`config.mk`:
```
export PLATFORM = sky130hd
export DESIGN_NAME = irq_trap_ctrl
export DESIGN_NICKNAME = d
export VERILOG_FILES = /design/src/rtl/irq_trap_ctrl.sv
export SDC_FILE = /design/constraint.sdc
export NUM_CORES = 1
export LEC_CHECK = 0
export CAP_MARGIN = 15
export CORE_MARGIN = 2
export CORE_UTILIZATION = 40
export CTS_BUF_LIST = sky130_fd_sc_hd__clkbuf_8
export CTS_CLUSTER_SIZE = 14
export DETAILED_ROUTE_END_ITERATION = 7
export HOLD_SLACK_MARGIN = 0.02
export PLACE_DENSITY = 0.77
export SLEW_MARGIN = 20
export SYNTH_ARGS = -nofsm -noshare
export SYNTH_HDL_FRONTEND = slang
export SYNTH_SLANG_ARGS = --single-unit
export TNS_END_PERCENT = 1
```
`constraint.sdc`:
```
create_clock -name clk -period 2.2 [get_ports clk]
set_clock_uncertainty 0.1 [all_clocks]
set_input_delay 0.33 -clock clk [delete_from_list [all_inputs] [get_ports clk]]
set_output_delay 0.33 -clock clk [all_outputs]
set_load 0.01 [all_outputs]
```
`src/rtl/irq_trap_ctrl.sv`:
```
// Core-side interrupt responder: gates arbiter requests, traps at an instruction boundary, returns on mret.
// Optional nested-trap context stack enabled with `define IRQ_NEST_EN.
module irq_trap_ctrl #(
   parameter int             XLEN       = 32,
   parameter int             NEST_DEPTH = 4,
   parameter logic [4:0]     CAUSE_EXT  = 5'h0B
) (
   input  logic            clk,
   input  logic            rst_n,
   input  logic            irq_i,
   input  logic [4:0]      irq_cause_i,
   input  logic [XLEN-1:0] irq_extra_i,
   output logic            irq_ack_o,
   output logic            irq_complete_o,
   input  logic            mstatus_mie_i,
   input  logic [2:0]      mie_i,
   input  logic [XLEN-1:0] mtvec_i,
   input  logic [XLEN-1:0] pc_i,
   input  logic            boundary_i,
   input  logic            mret_i,
   output logic            flush_o,
   output logic            redirect_o,
   output logic [XLEN-1:0] redirect_pc_o,
   output logic            csr_save_o,
   output logic [XLEN-1:0] mepc_o,
   output logic [XLEN-1:0] mcause_o,
   output logic [XLEN-1:0] mtval_o,
   output logic            mie_clr_o,
   output logic            mie_restore_o,
   output logic            in_handler_o
);

   localparam int DW = $clog2(NEST_DEPTH + 1);

   typedef enum logic [2:0] {S_IDLE, S_PEND, S_TAKE, S_HANDLER, S_RETURN} state_t;

   typedef struct packed {
      logic [XLEN-1:0] mepc;
      logic [XLEN-1:0] mcause;
      logic [XLEN-1:0] mtval;
   } ctx_t;

   state_t          state_q, state_d;
   logic [DW-1:0]   depth_q;
   logic            src_en, enabled, nest_take;
   logic [XLEN-1:0] base, vec_pc;

   always_comb begin
      case (irq_cause_i)
         5'd3:    src_en = mie_i[0];
         5'd7:    src_en = mie_i[1];
         5'd11:   src_en = mie_i[2];
         default: src_en = 1'b0;
      endcase
   end

   assign enabled = irq_i & mstatus_mie_i & src_en;
   assign base    = {mtvec_i[XLEN-1:2], 2'b00};
   assign vec_pc  = (mtvec_i[1:0] == 2'b01) ? base + (XLEN'(irq_cause_i) << 2) : base;

`ifdef IRQ_NEST_EN
   // A full stack simply holds further interrupts off until a level unwinds.
   assign nest_take = enabled & boundary_i & (depth_q != DW'(NEST_DEPTH));
`else
   assign nest_take = 1'b0;
`endif

   always_ff @(posedge clk or negedge rst_n) begin
      if (!rst_n) state_q <= S_IDLE;
      else        state_q <= state_d;
   end

   always_comb begin
      state_d        = state_q;
      irq_ack_o      = 1'b0;
      irq_complete_o = 1'b0;
      flush_o        = 1'b0;
      redirect_o     = 1'b0;
      csr_save_o     = 1'b0;
      mie_clr_o      = 1'b0;
      mie_restore_o  = 1'b0;
      case (state_q)
         S_IDLE: if (enabled) state_d = S_PEND;
         S_PEND: begin
            if (!enabled)       state_d = S_IDLE;
            else if (boundary_i) state_d = S_TAKE;
         end
         S_TAKE: begin
            flush_o    = 1'b1;
            redirect_o = 1'b1;
            csr_save_o = 1'b1;
            irq_ack_o  = 1'b1;
            mie_clr_o  = 1'b1;
            state_d    = S_HANDLER;
         end
         S_HANDLER: begin
            if (mret_i)         state_d = S_RETURN;
            else if (nest_take) state_d = S_TAKE;
         end
         S_RETURN: begin
            flush_o        = 1'b1;
            redirect_o     = 1'b1;
            mie_restore_o  = 1'b1;
            irq_complete_o = (mcause_o[4:0] == CAUSE_EXT);
            state_d        = (depth_q > DW'(1)) ? S_HANDLER : S_IDLE;
         end
         default: state_d = S_IDLE;
      endcase
   end

   // Depth counts live handler levels; without nesting it only ever reaches 1.
   always_ff @(posedge clk or negedge rst_n) begin
      if (!rst_n)                  depth_q <= '0;
      else if (state_q == S_TAKE)   depth_q <= depth_q + DW'(1);
      else if (state_q == S_RETURN) depth_q <= depth_q - DW'(1);
   end

   assign in_handler_o = (depth_q != '0);

`ifdef IRQ_NEST_EN
   ctx_t stack_q [NEST_DEPTH];

   always_ff @(posedge clk) begin
      if (state_d == S_TAKE && depth_q != '0)
         stack_q[DW'(depth_q - DW'(1))] <= '{mepc: mepc_o, mcause: mcause_o, mtval: mtval_o};
   end
`endif

   always_ff @(posedge clk or negedge rst_n) begin
      if (!rst_n) begin
         mepc_o        <= '0;
         mcause_o      <= '0;
         mtval_o       <= '0;
         redirect_pc_o <= '0;
      end else begin
         // Cause, extra and PC are captured in the cycle the trap is committed.
         if (state_d == S_TAKE) begin
            mepc_o        <= pc_i;
            mcause_o      <= {1'b1, {(XLEN-6){1'b0}}, irq_cause_i};
            mtval_o       <= (irq_cause_i == CAUSE_EXT) ? irq_extra_i : '0;
            redirect_pc_o <= vec_pc;
         end else if (state_q == S_HANDLER && mret_i) begin
            redirect_pc_o <= mepc_o;
         end
`ifdef IRQ_NEST_EN
         if (state_q == S_RETURN && depth_q > DW'(1))
            {mepc_o, mcause_o, mtval_o} <= stack_q[DW'(depth_q - DW'(2))];
`endif
      end
   end

endmodule

```
==> impl_results.rst <==
.. list-table::
   :header-rows: 1

   * - Metric
     - Value
   * - Leakage
     - 3.830 nW
   * - Layout filler cell count
     - 1,186
   * - R2R setup slack
     - 360 ps
   * - First-pass GRT wire length
     - 26,630 µm
   * - Required time of the critical path
     - 2420 ps
   * - Share of Yosys cell area claimed by the top area cell type
     - 48.88%
   * - Number of violations of the max-capacitance limit
     - 0
   * - Critical path launch point type
     - input pin
   * - Post-synth cell types
     - 47
   * - WL final
     - 16,820 µm
   * - Path depth of the worst reg2reg path
     - 7
   * - Max-slew violation count
     - 0
   * - EDFF count, synth
     - 0
   * - Die extent in y
     - 121.6 µm
   * - Diodes inserted
     - 0
   * - Cell count after placement
     - 1,071
   * - Chip width
     - 121.6 µm
   * - Starting density of the core
     - 41.42%
   * - Most used flip-flop cell after synthesis
     - dfrtp_1
   * - Hold crit path type
     - in2reg
   * - Post-Synthesis Cells
     - 652
   * - Overall global routing resource usage
     - 22.96%
   * - Setup ws final
     - 62.18 ps
   * - Clock root cell
     - clkbuf_8
   * - Drt drc
     - 0
   * - Hold path endpoint
     - redirect_pc_o[2]$_DFFE_PN0P_
   * - Avg Inst Size Synth
     - 8.480 µm²
   * - Via density per instance
     - 4.940
   * - Remaining number of nets flagged by the antenna check after routing
     - 0
   * - Grt ovf
     - 0
   * - Period utilisation layout
     - 97.17%
   * - Hold violation count in the final report
     - 0
   * - Post-detail-place hpwl
     - 12,490 µm
   * - Share of the yosys chip area belonging to registers
     - 48.88%
   * - Number of instances on the worst hold path
     - 3
   * - Worst setup EP type
     - flop
   * - Worst slack on hold paths
     - 251.4 ps
   * - Fraction of registers with async set or reset after synthesis
     - 100.0%
   * - Worst setup timing slack at the placement stage
     - -685.5 ps
   * - Data arrival time of the worst path
     - 2360 ps
   * - Power Dens Cells
     - 438.9 mW/mm²
   * - Die Outline Area
     - 0.01478 mm²
   * - Vias in the first global route
     - 5,179
   * - Final standard cell utilization of the core
     - 64.13%
   * - Antenna violations before repair
     - 0
   * - Worst Path Max Fanout
     - 8
   * - Placeable core region
     - 0.01335 mm²
   * - Maximum root-to-sink buffer count
     - 2
   * - Final setup violating endpoints
     - 0
   * - Number of cells in the finished layout apart from fillers
     - 1,091
   * - Maximum number of pins on one net before global-route repair
     - 57
   * - Number of cell rows
     - 42
   * - Warning count from the yosys run
     - 0
   * - Cell type contributing the most total cell area after synthesis
     - dfrtp_1
   * - Main area contributors after synthesis
     - dfrtp_1, nand2_1, buf_4
   * - Routed wirelength normalized by instance count
     - 15.42 µm
   * - PnR Total Power
     - 0.003757 W
   * - H-tree levels
     - 3
   * - Iter 0 DRT Violations
     - 317
   * - Number of buffers inserted by port buffering
     - 219
   * - Peak supply drop
     - 0.2694 mV
   * - Launch point of the worst hold path
     - mtvec_i[2]
   * - Worst max-slew margin expressed relative to the limit
     - 62.85%
   * - Total via count in the routed design
     - 5,390
   * - Commonest non-fill, non-tap cells in the layout
     - nand2_1, clkdlybuf4s50_1, dfrtp_1, buf_4, o21ai_0
   * - Total of flip-flops plus latches after synthesis
     - 108
   * - Worst-path clk slew
     - 110 ps
   * - Clock tree from TritonCTS
     - done
   * - Num Clock Sinks
     - 108
   * - Actual slew at the worst max-slew pin
     - 551.4 ps
   * - Outcome
     - complete, no violations
   * - Worst R2R Start
     - state_q[2]$_DFF_PN0_
   * - Net count of the finished layout
     - 1,030
   * - Min Tclk post-route
     - 2138 ps
   * - Most common cell after layout, fill and taps aside
     - nand2_1
   * - Share of layout cells above drive strength 1
     - 11.15%
   * - Insertion delay to the later sink of the worst-skew pair
     - 400 ps
   * - Worst r2r dst
     - redirect_pc_o[23]$_DFFE_PN0P_
   * - Highest Clock Rate
     - 467.8 MHz
   * - Final RePlAce weighted congestion
     - 0.8785
   * - Count of pins on the block boundary
     - 246
   * - Area taken by flip-flops and latches
     - 0.002704 mm²
   * - Clock buffer count from CTS
     - 9
   * - Combined area of the multi-input logic cells
     - 0.002595 mm²
   * - Synth-to-Final Area Change
     - 54.81%
   * - Detailed Routing Iterations Pass 1
     - 4
   * - Worst setup path category
     - in2reg
   * - Cell area after synthesis
     - 0.005529 mm²
   * - RSZ-0062 raised after global routing
     - yes
layout make-up:
cell class	count	area share, %
clock buffer	10	1.608
timing repair buffer	288	32.98
tap	176	2.573
clock inverter	6	0.6724
sequential	108	31.59
inverter	6	0.2631
multi-input combinational	497	30.32
cell usage after synthesis (2+ instances only):
library cell    n
o31ai_1         6
nand3_1         5
or3_1           5
clkbuf_1       30
a22oi_1         2
and2_1          4
nand3b_1        3
o2111ai_1       3
buf_1           3
o21a_1          2
nor2b_1         4
and3_1         30
nor3_1          3
a31oi_1        14
xor2_1         13
ha_1            9
nand4_1         7
nor2_1         10
xnor2_1         4
or4_1           6
a21o_1          2
nand2b_1        7
nor3b_1         4
inv_1           6
buf_4          31
a21oi_1        16
nand2_1       241
dfrtp_1       108
and4_1          3
or2_2           2
a211oi_1        6
o211ai_1        4
o21ai_0        45
state kept, by name, indices dropped and copies added, names as in the netlist:
name           cells
state_q            3
mcause_o           6
mepc_o            32
redirect_pc_o     32
depth_q            3
mtval_o           32
where the power goes:
group	switching, W	leakage (nW)	internal [W]
Sequential	0.00000490	1.51	0.00199
Clock	0.000754	0.100	0.000467
Combinational	0.000231	2.22	0.000310
Total	0.000990	3.83	0.00277
layer usage:
layer,up-vias,part of all wire (%),wire [µm],track usage [%]
met5,-,0,0,0
met4,0,2.5,421,8.980
met3,27,7.3,1225,4.963
met2,181,47,7916,36.55
met1,2530,43,7258,30.74
li1,2652,-,-,-
through the flow:
step	instance area [µm²]	TNS (ps)
final	8559	0
after global routing	8559	-171.5
after CTS	8497	0
after detailed placement	8280	-26630
after global placement	8280	-23640
after floorplan	5624	0
critical path, cell delays in order:
cell and delay (ps):
clkdlybuf4s50_1 420, buf_4 150, ha_1 310, a211oi_2 110
o21ai_2 170, o21ai_1 80, buf_4 170, or4_1 460
a31oi_1 170
worst max-delay path by stage:
stage	from	end	depth (start not counted)
after CTS	state_q[0]$_DFF_PN0_	mie_restore_o	3
after global placement	irq_cause_i[0]	redirect_pc_o[24]$_DFFE_PN0P_	10
final	irq_cause_i[1]	redirect_pc_o[31]$_DFFE_PN0P_	9
after floorplan	irq_cause_i[3]	redirect_pc_o[27]$_DFFE_PN0P_	6
after detailed placement	irq_cause_i[0]	redirect_pc_o[28]$_DFFE_PN0P_	9
after global routing	irq_cause_i[1]	redirect_pc_o[27]$_DFFE_PN0P_	9
kinds of logic after synthesis:
kind of cell	after synthesis	synth area share [%]
flops	108	48.88
simple gates	339	27.56
compound gates	104	11.18
fa+ha+maj	10	2.399
mux	1	0.1810
xor+xnor	17	2.693
buf+inv	72	7.038
other cells	1	0.06782
what timing repair did:
action                     in CTS  in global routing
setup buffers                   0                  3
pin swaps                       3                  8
gates resized for setup        15                 10
hold buffers                    1                  0
setup endpoints to repair      19                 17
hold endpoints to repair       28                  0
No activity file was read; power rests on OpenSTA's default activity.
